--- config.mk ---
export PLATFORM = sky130hd
export DESIGN_NAME = cp0_unit
export DESIGN_NICKNAME = d
export VERILOG_FILES = /design/src/rtl/cp0_pkg.sv /design/src/rtl/cp0_timer.sv /design/src/rtl/cp0_unit.sv
export SDC_FILE = /design/constraint.sdc
export NUM_CORES = 1
export LEC_CHECK = 0
export CORE_MARGIN = 3
export CORE_UTILIZATION = 37
export CTS_CLUSTER_DIAMETER = 80
export DETAILED_ROUTE_END_ITERATION = 12
export GPL_ROUTABILITY_DRIVEN = 0
export PLACE_DENSITY = 0.83
export SLEW_MARGIN = 10
export SYNTH_ARGS = -nofsm -noshare
export SYNTH_HDL_FRONTEND = slang
export SYNTH_SLANG_ARGS = --single-unit
--- constraint.sdc ---
create_clock -name clk -period 1.9 [get_ports clk]
set_input_delay 0.57 -clock clk [delete_from_list [all_inputs] [get_ports clk]]
set_output_delay 0.57 -clock clk [all_outputs]
set_load 0.01 [all_outputs]
--- src/rtl/cp0_pkg.sv ---
// cp0_pkg: shared definitions for the coprocessor-0 register block.
//   - CP0 register numbers (SR, Cause, EPC, PRId, Count, Compare)
//   - SR / Cause field bit positions and their packed storage structs
//   - exception-code width and the interrupt exception code
//   - helpers that expand stored fields into full 32-bit register images
package cp0_pkg;

  localparam int unsigned ExcSize = 5;
  localparam logic [ExcSize-1:0] ExcInt = 5'd0;

  localparam logic [4:0] RegCount   = 5'd9;
  localparam logic [4:0] RegCompare = 5'd11;
  localparam logic [4:0] RegSr      = 5'd12;
  localparam logic [4:0] RegCause   = 5'd13;
  localparam logic [4:0] RegEpc     = 5'd14;
  localparam logic [4:0] RegPrid    = 5'd15;

  localparam int unsigned SrImHi     = 15;
  localparam int unsigned SrImLo     = 10;
  localparam int unsigned SrExl      = 1;
  localparam int unsigned SrIe       = 0;
  localparam int unsigned CauseBd    = 31;
  localparam int unsigned CauseIpHi  = 15;
  localparam int unsigned CauseIpLo  = 10;
  localparam int unsigned CauseExcHi = 6;
  localparam int unsigned CauseExcLo = 2;

  typedef struct packed {
    logic [5:0] im;
    logic       exl;
    logic       ie;
  } sr_t;

  typedef struct packed {
    logic               bd;
    logic [5:0]         ip;
    logic [ExcSize-1:0] exc;
  } cause_t;

  function automatic logic [31:0] pack_sr(sr_t s);
    logic [31:0] w;
    w                 = '0;
    w[SrImHi:SrImLo]  = s.im;
    w[SrExl]          = s.exl;
    w[SrIe]           = s.ie;
    return w;
  endfunction

  function automatic logic [31:0] pack_cause(cause_t c);
    logic [31:0] w;
    w                         = '0;
    w[CauseBd]                = c.bd;
    w[CauseIpHi:CauseIpLo]    = c.ip;
    w[CauseExcHi:CauseExcLo]  = c.exc;
    return w;
  endfunction

endpackage

--- src/rtl/cp0_timer.sv ---
// cp0_timer: Count / Compare timer, built only when CP0_TIMER_EN is defined.
// Ports:
//   clk, reset     pipeline clock, asynchronous active-high reset
//   wr_en_i        qualified mtc0 strobe (already gated by priority/protect)
//   wr_addr_i      mtc0 register number
//   din_i          mtc0 write data
//   rd_addr_i      mfc0 register number
//   rd_data_o      Count/Compare read data (0 for other numbers)
//   timer_irq_o    sticky Count==Compare pending flag
module cp0_timer
  import cp0_pkg::*;
(
  input  logic        clk,
  input  logic        reset,
  input  logic        wr_en_i,
  input  logic [4:0]  wr_addr_i,
  input  logic [31:0] din_i,
  input  logic [4:0]  rd_addr_i,
  output logic [31:0] rd_data_o,
  output logic        timer_irq_o
);

  logic [31:0] count_q, count_d;
  logic [31:0] compare_q, compare_d;
  logic        pend_q, pend_d;

  logic wr_count, wr_compare;
  assign wr_count   = wr_en_i && (wr_addr_i == RegCount);
  assign wr_compare = wr_en_i && (wr_addr_i == RegCompare);

  always_comb begin
    count_d   = wr_count ? din_i : count_q + 32'd1;
    compare_d = wr_compare ? din_i : compare_q;
    // Writing Compare acknowledges the timer interrupt.
    pend_d    = wr_compare ? 1'b0 : (pend_q | (count_q == compare_q));
  end

  always_ff @(posedge clk or posedge reset) begin
    if (reset) begin
      count_q   <= '0;
      compare_q <= 32'hFFFF_FFFF;
      pend_q    <= 1'b0;
    end else begin
      count_q   <= count_d;
      compare_q <= compare_d;
      pend_q    <= pend_d;
    end
  end

  always_comb begin
    rd_data_o = '0;
    if (rd_addr_i == RegCount)   rd_data_o = count_q;
    if (rd_addr_i == RegCompare) rd_data_o = compare_q;
  end

  assign timer_irq_o = pend_q;

endmodule

--- src/rtl/cp0_unit.sv ---
// cp0_unit: M-stage coprocessor-0 register block (SR, Cause, EPC, PRId).
// Optional Count/Compare timer enabled by defining CP0_TIMER_EN.
// Ports:
//   clk, reset      pipeline clock, asynchronous active-high reset
//   PC              M-stage instruction address
//   A1 / DOut       mfc0 register number / combinational read data
//   A2 / Din        mtc0 register number / write data
//   CP0WE           mtc0 strobe, WriteProtect suppresses it
//   ExlSet / ExlClr exception taken / eret retiring
//   ExcCode, BD     cause code and delay-slot flag of the M-stage instruction
//   HWInt           level-sensitive external interrupt lines
//   IntReq          pending enabled interrupt (combinational from live HWInt)
//   EPC             current EPC register
module cp0_unit
  import cp0_pkg::*;
#(
  parameter logic [31:0] PRID = 32'h4255_4141
) (
  input  logic               clk,
  input  logic               reset,
  input  logic [31:0]        PC,
  input  logic [4:0]         A1,
  input  logic [4:0]         A2,
  input  logic [31:0]        Din,
  input  logic               CP0WE,
  input  logic               WriteProtect,
  input  logic               ExlSet,
  input  logic               ExlClr,
  input  logic [ExcSize-1:0] ExcCode,
  input  logic               BD,
  input  logic [5:0]         HWInt,
  output logic               IntReq,
  output logic [31:0]        EPC,
  output logic [31:0]        DOut
);

  sr_t         sr_q, sr_d;
  cause_t      cause_q, cause_d;
  logic [31:0] epc_q, epc_d;
  logic [5:0]  hw_int;
  logic        mtc0_en;

  // An exception taken this cycle drops any coincident mtc0 or eret.
  assign mtc0_en = CP0WE & ~WriteProtect & ~ExlSet;

`ifdef CP0_TIMER_EN
  logic        timer_irq;
  logic [31:0] timer_rdata;

  cp0_timer u_timer (
    .clk         (clk),
    .reset       (reset),
    .wr_en_i     (mtc0_en),
    .wr_addr_i   (A2),
    .din_i       (Din),
    .rd_addr_i   (A1),
    .rd_data_o   (timer_rdata),
    .timer_irq_o (timer_irq)
  );

  assign hw_int = {HWInt[5] | timer_irq, HWInt[4:0]};
`else
  assign hw_int = HWInt;
`endif

  always_comb begin
    sr_d     = sr_q;
    cause_d  = cause_q;
    epc_d    = epc_q;
    cause_d.ip = hw_int;
    if (ExlSet) begin
      sr_d.exl    = 1'b1;
      cause_d.exc = ExcCode;
      cause_d.bd  = BD;
      epc_d       = (BD ? PC - 32'd4 : PC) & ~32'd3;
    end else begin
      // mtc0 to SR owns EXL this cycle; otherwise eret clears it.
      if (mtc0_en && (A2 == RegSr)) begin
        sr_d.im  = Din[SrImHi:SrImLo];
        sr_d.exl = Din[SrExl];
        sr_d.ie  = Din[SrIe];
      end else if (ExlClr) begin
        sr_d.exl = 1'b0;
      end
      if (mtc0_en && (A2 == RegEpc)) begin
        epc_d = Din & ~32'd3;
      end
    end
  end

  always_ff @(posedge clk or posedge reset) begin
    if (reset) begin
      sr_q    <= '0;
      cause_q <= '0;
      epc_q   <= '0;
    end else begin
      sr_q    <= sr_d;
      cause_q <= cause_d;
      epc_q   <= epc_d;
    end
  end

  always_comb begin
    DOut = '0;
    case (A1)
      RegSr:    DOut = pack_sr(sr_q);
      RegCause: DOut = pack_cause(cause_q);
      RegEpc:   DOut = epc_q;
      RegPrid:  DOut = PRID;
`ifdef CP0_TIMER_EN
      RegCount, RegCompare: DOut = timer_rdata;
`endif
      default:  DOut = '0;
    endcase
  end

  assign IntReq = (|(hw_int & sr_q.im)) & sr_q.ie & ~sr_q.exl;
  assign EPC    = epc_q;

endmodule

==> impl_metrics.json <==
{
  "period_share": 1.15,
  "diodes": 0,
  "crit_required_ps": 1330,
  "seq_area_frac_synth": 0.399,
  "grt_pass1_wl_um": 22100,
  "antenna_left": 0,
  "rows": 32,
  "viasPerCell": 5.99,
  "endpoint_kind": "output pin",
  "yosysTopAreaCell": "dfrtp_1",
  "rsz0062_at_grt": "true",
  "r2r_start": "sr_q[2]",
  "antenna_found_initial": 0,
  "setup_ws_ps": -279,
  "cts_tree": "yes",
  "violations": "setup timing",
  "drive_gt1_frac": 0.534,
  "fin_area_sq_um": 6760,
  "grt_max_degree": 51,
  "dp_slack_ps": -1020,
  "port_buffers": 152,
  "area_growth_pct": 116,
  "crit_type": "in2out",
  "hp-start": "HWInt[2]",
  "netlist_area_sq_um": 3130,
  "p_leak_nw": 3.04,
  "finalSetupViolCount": 60,
  "die_h_um": 98.0,
  "dpl-instance-area_sq_um": 5490,
  "htree_levels": 2,
  "min_path_type": "in2reg",
  "clockBufferDepth": 2,
  "crit_start": "A1[4]",
  "worstPathArrival_ps": 1610,
  "p_per_area_nw_per_um2": 457,
  "grt_pass1_vias": 4182,
  "hold_viol_final": 0,
  "synth.top_cells.by_area": "dfrtp_1, xnor2_1, a21oi_1",
  "clock-skew-final_ps": 0,
  "synthFlopType": "dfrtp_1",
  "irDropWorstVdd_uv": 354,
  "cap_violations": 0,
  "r2r_slack_ps": 850,
  "clkTransAtPathRegs_ps": 120,
  "path_max_fanout": 4,
  "grt_use_total": 0.292,
  "ys_types": 44,
  "cts_made_buffers": 5,
  "dieArea_sq_um": 9610,
  "io_pins": 157,
  "clock_latency_ps": 330,
  "vias": 4314,
  "wl_per_cell_um": 24.6,
  "synth_warnings": 0,
  "final_nets": 710,
  "dpl.hpwl_um": 9070,
  "fmax_mhz": 459,
  "async_flop_share": 1.00,
  "drv_slew": 0,
  "clock_sinks": 50,
  "first_pass_iters": 8,
  "status": "finished with violations",
  "synth_top_area_frac": 0.399,
  "syn-instance-count": 343,
  "drc_errors": 0,
  "finalWirelength_um": 17700,
  "design.core.area_sq_um": 7970,
  "final_cell_mix": "buf_4, clkdlybuf4s50_1, buf_6",
  "grt_overflow_total": 0,
  "synth.avg_cell_area_sq_um": 9.13,
  "cts-root-buf": "clkbuf_8",
  "die_w_um": 98.0,
  "fin_crit_ps": 2180,
  "synth_edf_count": 0,
  "fin_hold_ws_ps": 384,
  "initial_core_util": 0.393,
  "ys_ff_latch": 50,
  "start_kind": "input pin",
  "drtIter0Drc": 252,
  "mostFrequentLayoutCell": "buf_4"
}
-- metal layers --
| layer | vias to the layer above | GRT usage | part of all wire |
|---|---|---|---|
| met5 | - | 0 | 0 |
| met2 | 301 | 0.536 | 0.51 |
| met4 | 0 | 0.113 | 0.070 |
| met3 | 105 | 0.0707 | 0.077 |
| met1 | 2123 | 0.322 | 0.34 |
| li1 | 1785 | - | - |
-- report_power, final --
part / internal [mW] / switching (mW)
Clock: 0.273 / 0.458
Sequential: 1.16 / 0.101
Combinational: 0.602 / 0.499
-- state kept, by name (all words and copies together) (netlist names) --
register / flops
cause_q: 12
sr_q: 8
EPC: 30
-- path summary, 6_finish.rpt --
| check | end | depth (start not counted) |
|---|---|---|
| min | cause_q[7] | 1 |
| max in group asynchronous | EPC[31] | 3 |
| max | DOut[23] | 8 |
| min in group asynchronous | EPC[16] | 3 |
| min reg2reg | cause_q[2] | 1 |
| max reg2reg | sr_q[2] | 2 |
-- through the flow --
step,TNS [ps],util,power (mW),instances
final,-8630,0.849,3.09,720
after global routing,-10140,0.849,3.18,720
after CTS,-6750,0.769,2.86,695
after detailed placement,-56690,0.688,2.10,655
after global placement,-52770,0.688,2.07,655
after floorplan,-5520,-,1.54,344
-- synth_stat cells (all sizes together) (2+ instances only) --
cell    number
nor2b        3
dfrtp       50
or3          9
xnor2       21
a21oi       32
nand4        2
a22oi       10
xor2         7
nand3b       2
mux2i        6
o21ai        5
mux2        13
and3         5
and2        21
nor2        40
clkbuf      18
nand3        4
nand2       21
or4          7
nand2b       3
o22ai       11
inv          7
buf          4
a211oi      12
nor4        14
nor3         8
-- cell type report --
cell class              instances  area (sq um)
clock inverters                 3          26.3
clock buffers                   5          68.8
flip-flops and latches         50          1250
fillers                       368          1200
well taps                     102           128
multi-input cells             266          2520
repair buffers                287          2740
inverters                       7          31.3
-- worst max-delay path, cell delays in order --
cell,delay (ps)
buf_6,90
nand3b_1,160
buf_6,150
nor2_4,140
buf_6,160
buf_6,120
and2_4,140
buf_6,90
-- kinds of logic after synthesis --
logic type	after synthesis	synth area share
simple gates	142	0.267
mux	19	0.0659
compound gates	73	0.145
flops	50	0.399
other cells	1	0.00120
xor+xnor	28	0.0783
buf+inv	29	0.0395
fa+ha+maj	1	0.00399
-- timing repair --
action                                  4_1_cts  5_1_grt
endpoints found under the setup margin       70       71
buffers inserted                             26       30
hold buffers                                  0        0
gates resized for setup                     343      130
pin swaps                                    77       54
gates cloned                                  6        1
(Power assumes the default switching activity.)
